File: src/rtl/afifo_wr_arbiter.sv
// Round-robin, packet-locked arbiter sharing one aFIFO write port among NREQ requesters.
// Each pushed word carries {requester id, last, data} so the read side can demultiplex.
module afifo_wr_arbiter #(
    parameter int NREQ      = 4,
    parameter int DW        = 32,
    parameter int IDW       = $clog2(NREQ),
    parameter int MAX_BURST = 16
) (
    input  logic                 wclk,
    input  logic                 wrst,
    input  logic [NREQ-1:0]      req_valid,
    input  logic [NREQ-1:0]      req_last,
    input  logic [NREQ*DW-1:0]   req_data,
    output logic [NREQ-1:0]      req_ready,
    input  logic                 wfull,
    output logic                 wpush,
    output logic [IDW+DW:0]      wdata,
    output logic                 busy,
    output logic [IDW-1:0]       grant_id,
    output logic                 err_long
);

    localparam int              CNTW     = $clog2(MAX_BURST);
    localparam logic [CNTW-1:0] LAST_CNT = CNTW'(MAX_BURST - 1);
    localparam logic [IDW-1:0]  LAST_ID  = IDW'(NREQ - 1);
    localparam logic [IDW:0]    NREQ_W   = (IDW + 1)'(NREQ);

    typedef enum logic {
        IDLE = 1'b0,
        LOCK = 1'b1
    } state_t;

    state_t          state_q;
    logic [IDW-1:0]  grant_q;
    logic [IDW-1:0]  rr_ptr_q;
    logic [CNTW-1:0] beat_cnt_q;
    logic [CNTW-1:0] beat_cnt_d;
    logic            err_long_q;

    logic            sel_valid;
    logic            sel_last;
    logic [DW-1:0]   sel_data;

    logic            pick_found;
    logic [IDW-1:0]  pick_id;
    logic [IDW:0]    scan_sum;
    logic [IDW-1:0]  scan_id;

    logic            burst_end;
    logic [IDW-1:0]  rr_next;

    // NOTE: every output of a combinational block gets a default first, so no path leaves it unassigned and no latch is inferred.
    always_comb begin
        sel_valid = 1'b0;
        sel_last  = 1'b0;
        sel_data  = '0;
        for (int i = 0; i < NREQ; i++) begin
            if (grant_q == IDW'(i)) begin
                sel_valid = req_valid[i];
                sel_last  = req_last[i];
                sel_data  = req_data[i*DW +: DW];
            end
        end
    end

    // Scan rr_ptr, rr_ptr+1, ... modulo NREQ and keep the first valid requester.
    always_comb begin
        pick_found = 1'b0;
        pick_id    = '0;
        scan_sum   = '0;
        scan_id    = '0;
        for (int k = 0; k < NREQ; k++) begin
            scan_sum = {1'b0, rr_ptr_q} + (IDW + 1)'(k);
            if (scan_sum >= NREQ_W) begin
                scan_sum = scan_sum - NREQ_W;
            end
            scan_id = scan_sum[IDW-1:0];
            if (!pick_found && req_valid[scan_id]) begin
                pick_found = 1'b1;
                pick_id    = scan_id;
            end
        end
    end

    always_comb begin
        req_ready = '0;
        if (state_q == LOCK && !wfull) begin
            req_ready[grant_q] = 1'b1;
        end
    end

    assign wpush      = (state_q == LOCK) & sel_valid & ~wfull;
    assign wdata      = {grant_q, sel_last, sel_data};
    assign busy       = (state_q == LOCK);
    assign grant_id   = grant_q;
    assign err_long   = err_long_q;

    assign beat_cnt_d = beat_cnt_q + 1'b1;
    assign burst_end  = sel_last | (beat_cnt_q == LAST_CNT);
    assign rr_next    = (grant_q == LAST_ID) ? '0 : grant_q + 1'b1;

    // NOTE: state registers use non-blocking assignments so every register samples pre-edge values.
    always_ff @(posedge wclk) begin
        if (wrst) begin
            state_q    <= IDLE;
            grant_q    <= '0;
            rr_ptr_q   <= '0;
            beat_cnt_q <= '0;
            err_long_q <= 1'b0;
        end else begin
            case (state_q)
                IDLE: begin
                    if (pick_found) begin
                        grant_q    <= pick_id;
                        beat_cnt_q <= '0;
                        state_q    <= LOCK;
                    end
                end
                LOCK: begin
                    // Without an accepted beat the grant is simply held; bubbles and stalls are legal.
                    if (wpush) begin
                        beat_cnt_q <= beat_cnt_d;
                        if (burst_end) begin
                            state_q  <= IDLE;
                            rr_ptr_q <= rr_next;
                            if (!sel_last) begin
                                err_long_q <= 1'b1;
                            end
                        end
                    end
                end
                default: state_q <= IDLE;
            endcase
        end
    end

endmodule
File: config.mk
export PLATFORM = sky130hd
export DESIGN_NAME = afifo_wr_arbiter
export DESIGN_NICKNAME = d
export VERILOG_FILES = /design/src/rtl/afifo_wr_arbiter.sv
export SDC_FILE = /design/constraint.sdc
export NUM_CORES = 1
export LEC_CHECK = 0
export ABC_AREA = 1
export BUFFER_PORTS_ARGS = -buffer_cell sky130_fd_sc_hd__buf_2
export CORE_MARGIN = 3
export CORE_UTILIZATION = 37
export CTS_BUF_LIST = sky130_fd_sc_hd__clkbuf_2 sky130_fd_sc_hd__clkbuf_4 sky130_fd_sc_hd__clkbuf_8
export CTS_CLUSTER_SIZE = 24
export DETAILED_ROUTE_END_ITERATION = 6
export PLACE_DENSITY = 0.89
export SYNTH_ARGS = -nofsm -noshare
export SYNTH_HDL_FRONTEND = slang
export SYNTH_SLANG_ARGS = --single-unit
File: constraint.sdc
create_clock -name wclk -period 2 [get_ports wclk]
set_clock_uncertainty 0.1 [all_clocks]
set_input_delay 0.1 -clock wclk [delete_from_list [all_inputs] [get_ports wclk]]
set_output_delay 0.1 -clock wclk [all_outputs]
set_load 0.02 [all_outputs]
==> results.yml, run 1 <==
grt:
  grtUsageMet3_pct: 5.277
  grt_pass1_wl_mm: 12.14
  met1_usage_pct: 28.72
  grt_use_total_pct: 26.84
  grt_pass1_vias: 2649
  busiest_layer: "met2"
  antenna_found_initial: 0
  grt_use_met2_pct: 53.02
  grt_max_degree: 48
  grt_overflow_total: 0
layout:
  drive_gt1_share_pct: 58.46
  nNetsFinal: 625
  fillers: 387
  syn_to_final_growth_pct: 81.06
  multiInputGateArea_mm2: 0.001669
  layout.cells.non_filler: 531
  final_area_mm2: 0.003242
  regArea_um2: 207.7
  antenna_cells: 0
timing:
  worst_slew_margin_rel_pct: 76.75
  worst_slew_pin_slew_ns: 0.3488
  setup-violations-final: 0
  rsz0062_at_grt: "true"
  layout_min_cycle_time_ns: 1.953
  fmax_mhz: 511.9
  hold_ws_ns: 0.3166
  fin_crit_sh_pct: 97.67
  setup_tns_ns: 0
  finalHoldViolCount: 0
  maxSlewViolCount: 0
synthesis:
  synth_xor_area_share_pct: 0.4892
  synth_top_area_cell: "a221oi_1"
  synth-compound-area-share_pct: 35.78
  async_reset_ff_share_pct: 0
  synth_area_mm2: 0.001790
  synthCells: 299
  ys_ff_latch: 10
  synth_top_area_share_pct: 15.65
  yosysMostFrequentCell: "nand2_1"
  ys_top_cells_by_count: "73 x nand2_1, 48 x nor2_1, 32 x a221oi_1, 32 x o31ai_1, 19 x clkbuf_1"
  yosysWarningCount: 0
  synthMuxAreaShare_pct: 0
  syn_area_per_cell_um2: 5.988
  synth_top_family_by_area: "simple AND/OR/NAND/NOR gates"
  synth_fa_ha_area_share_pct: 3.494
  synth_area_leaders: "a221oi_1 16%, nand2_1 15%, o31ai_1 13%"
  seq_area_frac_synth_pct: 11.18
  yosys.area_share.simple_pct: 37.81
  yosysUniqueCellTypes: 26
  synth_nets: 443
  synth_ff_type: "dfxtp_1"
  synth_edf_count: 0
worst_setup_path:
  critPathTopFamily: "buffers and inverters"
  max_stage_delay_ns: 0.37
  required_ns: 1.80
  endpoint_kind: "primary output"
  path_buf_inv: 4
  path_cells: "inv_4 > ha_2 > inv_2 > nor2_8 > buf_6 > a221oi_1 > o31ai_2 > buf_2"
  crit_fanout: 14
  arrival_ns: 1.75
  worstSetupPathType: "reg -> out"
  start_kind: "flop"
  worst_path_max_delay_cell: "dfxtp_4"
place:
  portBuffers: 182
  placedCellCount: 521
  postPlaceCellArea_mm2: 0.003000
  gp_congestion: 0.9226
  hpwl_mm: 6.870
detailed_routing:
  postRouteAntennaNets: 0
  vias_per_cell: 5.593
  drc_errors: 0
  wl_per_cell_um: 16.34
  firstDrtPassIters: 5
  initialDrtViolationCount: 153
  vias: 2970
  routed_wl_mm: 8.674
power:
  power_leakage_nw: 1.644
  peakVddDrop_v: 0.0004898
  finalPower_mw: 2.196
  pwr_density_cell_mw_per_mm2: 677.5
floorplan:
  start_util_pct: 39.75
  fp.dieArea_mm2: 0.005710
  die_w_um: 75.57
  core_area_mm2: 0.004504
  die_h_um: 75.57
  pin_count: 183
  num_rows: 24
status:
  status: "complete, no violations"
run:
  cap_violations: 0
clock_network:
  cts_tree: "done"
  cts_buffers: 3
  clkTransAtPathRegs_ns: 0.04
  cts_sinks: 10
  clock_path_buffers: 2
  htree_levels: 1
  cts_root_buffer: "clkbuf_8"
  insertion_delay_ns: 0.23
hold_path:
  hold_class: "in -> reg"
[cell usage in the layout, fill, tap and decap left out, drive strengths merged, types with 3 or more instances in the layout]
cell type    n
buf        202
nand2       83
nor2        50
o31ai       32
a221oi      32
inv         21
nand3       14
a21oi       13
dfxtp       10
o21ai        8
ha           5
clkbuf       3
[where the power goes]
part           total, mW  internal [mW]  switching (mW)
Combinational       1.76          0.736            1.02
Clock              0.202          0.131          0.0706
Sequential         0.234          0.215          0.0195
Total               2.20           1.08            1.11
[routing by layer]
metal  share of wire, %  wire length [um]
met5                  0                 0
met4                2.0               177
met2                 54              4658
met1                 35              3047
met3                9.1               790
[sequential cells by signal (all words and copies together), names as in the netlist]
name        count
grant_id        2
beat_cnt_q      4
busy            1
err_long        1
rr_ptr_q        2
[per-stage QoR]
stage | setup WS, ns | util, %
6_report | 0.04661 | 71.97
5_1_grt | -0.03419 | 71.97
4_1_cts | -0.002341 | 69.67
3_5_place_dp | -0.01804 | 66.61
3_3_place_gp | 0.1043 | 66.61
2_1_floorplan | -0.02819 | -
[repair_timing]
action / 4_1_cts / 5_1_grt
cloned: 0 / 1
resized for setup: 19 / 20
setup endpoints to repair: 36 / 25
hold buffers: 1 / 0
hold endpoints to repair: 4 / 0
pin swaps: 1 / 3
buffers inserted: 2 / 3
[final cells by class]
class                      instances  area share [%]
sequential                        10           6.407
multi-input combinational        241           51.49
tap                               52           2.007
inverter                          22           2.933
clock buffer                       3           1.274
timing repair buffer             203           35.89
[tightest hold or removal path, stage by stage]
cell and delay (ns):
buf_2 0.09, inv_1 0.05, nand2_2 0.06, nand3_2 0.08
nand2_1 0.07, nand2_1 0.05, inv_1 0.04, a21oi_1 0.05
[worst paths after layout]
kind / from / endpoint / slack (ns) / depth (start not counted)
setup / recovery: grant_id[0] / wdata[7] / 0.05 / 8
hold / removal: req_valid[1] / grant_id[1] / 0.32 / 8
setup reg to reg: grant_id[0] / beat_cnt_q[3] / 0.20 / 13
hold reg to reg: err_long / err_long / 0.38 / 2
[kinds of logic after synthesis]
| logic type | count (synthesis) |
|---|---|
| and+or+nand+nor | 149 |
| DFF | 10 |
| adders and majority gates | 5 |
| xor gates and xnor gates | 1 |
| buffers and inverters | 48 |
| AOI/OAI and AO/OA | 86 |
Power figures use the tool's default switching activity.
==> run 2, diff against run 1 <==
--- a/config.mk
+++ b/config.mk
@@ -8,11 +8,12 @@
 export ABC_AREA = 1
 export BUFFER_PORTS_ARGS = -buffer_cell sky130_fd_sc_hd__buf_2
 export CORE_MARGIN = 3
-export CORE_UTILIZATION = 37
-export CTS_BUF_LIST = sky130_fd_sc_hd__clkbuf_2 sky130_fd_sc_hd__clkbuf_4 sky130_fd_sc_hd__clkbuf_8
+export CORE_UTILIZATION = 36
+export CTS_BUF_LIST = sky130_fd_sc_hd__clkbuf_16
 export CTS_CLUSTER_SIZE = 24
 export DETAILED_ROUTE_END_ITERATION = 6
-export PLACE_DENSITY = 0.89
+export MAX_ROUTING_LAYER = met4
+export PLACE_DENSITY = 0.88
 export SYNTH_ARGS = -nofsm -noshare
 export SYNTH_HDL_FRONTEND = slang
 export SYNTH_SLANG_ARGS = --single-unit
==> results.yml, run 2 (synthesis gave the netlist of run 1 again) <==
power:
  power_switching_share_pct: 48.65
  switchingPower_mw: 1.161
  intPower_mw: 1.226
  finalPower_mw: 2.387
  clockPowerShare_pct: 14.9
  pwr_density_cell_mw_per_mm2: 705.7
  combPwrFrac_pct: 75.0
  p_seq_share_pct: 10.1
  power_leakage_nw: 1.718
  peakVddDrop_v: 0.0005792
worst_setup_path:
  arrival_ns: 1.74
  r2r_start: "grant_id[0]"
  required_ns: 1.80
  endpoint_kind: "primary output"
  rrSetupSlack_ns: 0.10
  reg2reg_to: "rr_ptr_q[1]"
  start_kind: "flop"
  crit_fanout: 14
  reg2reg_depth: 9
  worstSetupPathType: "reg -> out"
layout:
  drive_gt1_share_pct: 60.66
  largest_register_ffs: 4
  largest-register: "beat_cnt_q"
  final_common_cell: "buf_2"
  layout.cells.non_filler: 555
  final_cell_mix: "181 x buf_2, 72 x nand2_1, 48 x nor2_1"
  fillers: 378
  syn_to_final_growth_pct: 88.89
  final_area_mm2: 0.003382
  antenna_cells: 0
  nNetsFinal: 634
timing:
  fmax_mhz: 515.0
  setup_tns_ns: 0
  maxSlewViolCount: 0
  rsz0062_at_grt: "true"
  finalHoldViolCount: 0
  layout_min_cycle_time_ns: 1.942
  worst_slew_margin_rel_pct: 74.51
  fin_crit_sh_pct: 97.09
  worst_slew_pin_slew_ns: 0.3819
  hold_ws_ns: 0.2152
  setup-violations-final: 0
grt:
  grt_pass1_vias: 2873
  grt_use_total_pct: 29.19
  antenna_found_initial: 0
  grt_max_degree: 28
  grt_pass1_wl_mm: 13.86
  grt_overflow_total: 0
floorplan:
  num_rows: 25
  core_area_mm2: 0.004755
  die_h_um: 76.53
  start_util_pct: 37.66
  pin_count: 183
  die_w_um: 76.53
  fp.dieArea_mm2: 0.005856
clock_network:
  clock_path_buffers: 2
  clkTransAtPathRegs_ns: 0.04
  cts_root_buffer: "clkbuf_16"
  cts_buffers: 3
  htree_levels: 1
  cts_tree: "done"
  cts_sinks: 10
  insertion_delay_ns: 0.24
detailed_routing:
  drc_errors: 0
  vias: 2977
  postRouteAntennaNets: 0
  vias_per_cell: 5.364
  firstDrtPassIters: 5
  initialDrtViolationCount: 145
  routed_wl_mm: 8.815
  wl_per_cell_um: 15.88
hold_path:
  whs_path_depth: 5
  worstHoldStart: "req_last[3]"
  hold_class: "in -> reg"
  hold_end: "err_long"
run:
  cap_violations: 0
place:
  gp_congestion: 0.9029
  hpwl_mm: 6.668
  portBuffers: 182
  placedCellCount: 539
  postPlaceCellArea_mm2: 0.003004
status:
  status: "complete, no violations"
==> run 2: changes by cell type in the layout (fill, tap and decap cells not counted), moves of 2 or more <==
cell       change
buf_12         -2
a221oi_2       +9
buf_4         +10
nand2_2        -2
clkbuf_16      +3
a221oi_1       -9
clkbuf_8       -3
buf_2          +2
==> run 2: stage by stage <==
stage,util (%),setup WS [ns]
final,71.13,0.05814
after global routing,71.13,-0.04169
after CTS,68.39,-0.01919
after detailed placement,63.18,-0.08069
after global placement,63.18,0.02860
after floorplan,-,-0.02819
==> run 2: area by class of cell <==
class	instances	area, um^2	share of cell area (%)
clock buffer	3	75.07	2.220
tap	67	83.83	2.479
timing repair buffer	212	1194	35.29
inverter	22	97.59	2.886
multi-input combinational	241	1724	50.98
sequential	10	207.7	6.141
==> run 2: repair_timing <==
item                       CTS  global route
buffers inserted             5             7
hold endpoints to repair     4             0
cloned                       0             0
hold buffers                 1             0
pin swaps                    1             2
gates resized for setup     27            19
setup endpoints to repair   42            40
==> run 2: worst max-delay path by stage <==
stage	start	end	depth (start not counted)
after floorplan	grant_id[0]	wdata[11]	7
final	grant_id[1]	wdata[17]	7
after detailed placement	grant_id[1]	rr_ptr_q[1]	12
after global placement	grant_id[1]	rr_ptr_q[1]	12
after CTS	grant_id[0]	wdata[10]	8
after global routing	grant_id[0]	wpush	12
==> run 2: worst max-delay path, stage by stage, from the launching register on <==
cell and delay, ns:
dfxtp_4 0.38, inv_4 0.06, ha_4 0.19, buf_12 0.16, buf_4 0.15, a221oi_1 0.31, o31ai_2 0.08, buf_2 0.17
==> run 2: power by group through the flow <==
| stage | clock network [mW] | logic [mW] | registers [mW] |
|---|---|---|---|
| 2_1_floorplan | 0 | 1.04 | 0.241 |
| 3_3_place_gp | 0 | 1.56 | 0.234 |
| 3_5_place_dp | 0 | 1.58 | 0.236 |
| 4_1_cts | 0.355 | 1.69 | 0.237 |
| 5_1_grt | 0.364 | 1.92 | 0.244 |
| 6_report | 0.356 | 1.79 | 0.241 |
==> run 2: layer usage <==
metal,vias to the layer above,track usage (%),share of wire (%)
met5,-,-,0
li1,1430,-,-
met3,13,4.492,6.7
met2,135,53.69,55
met1,1399,33.19,37
met4,0,6.341,1.3
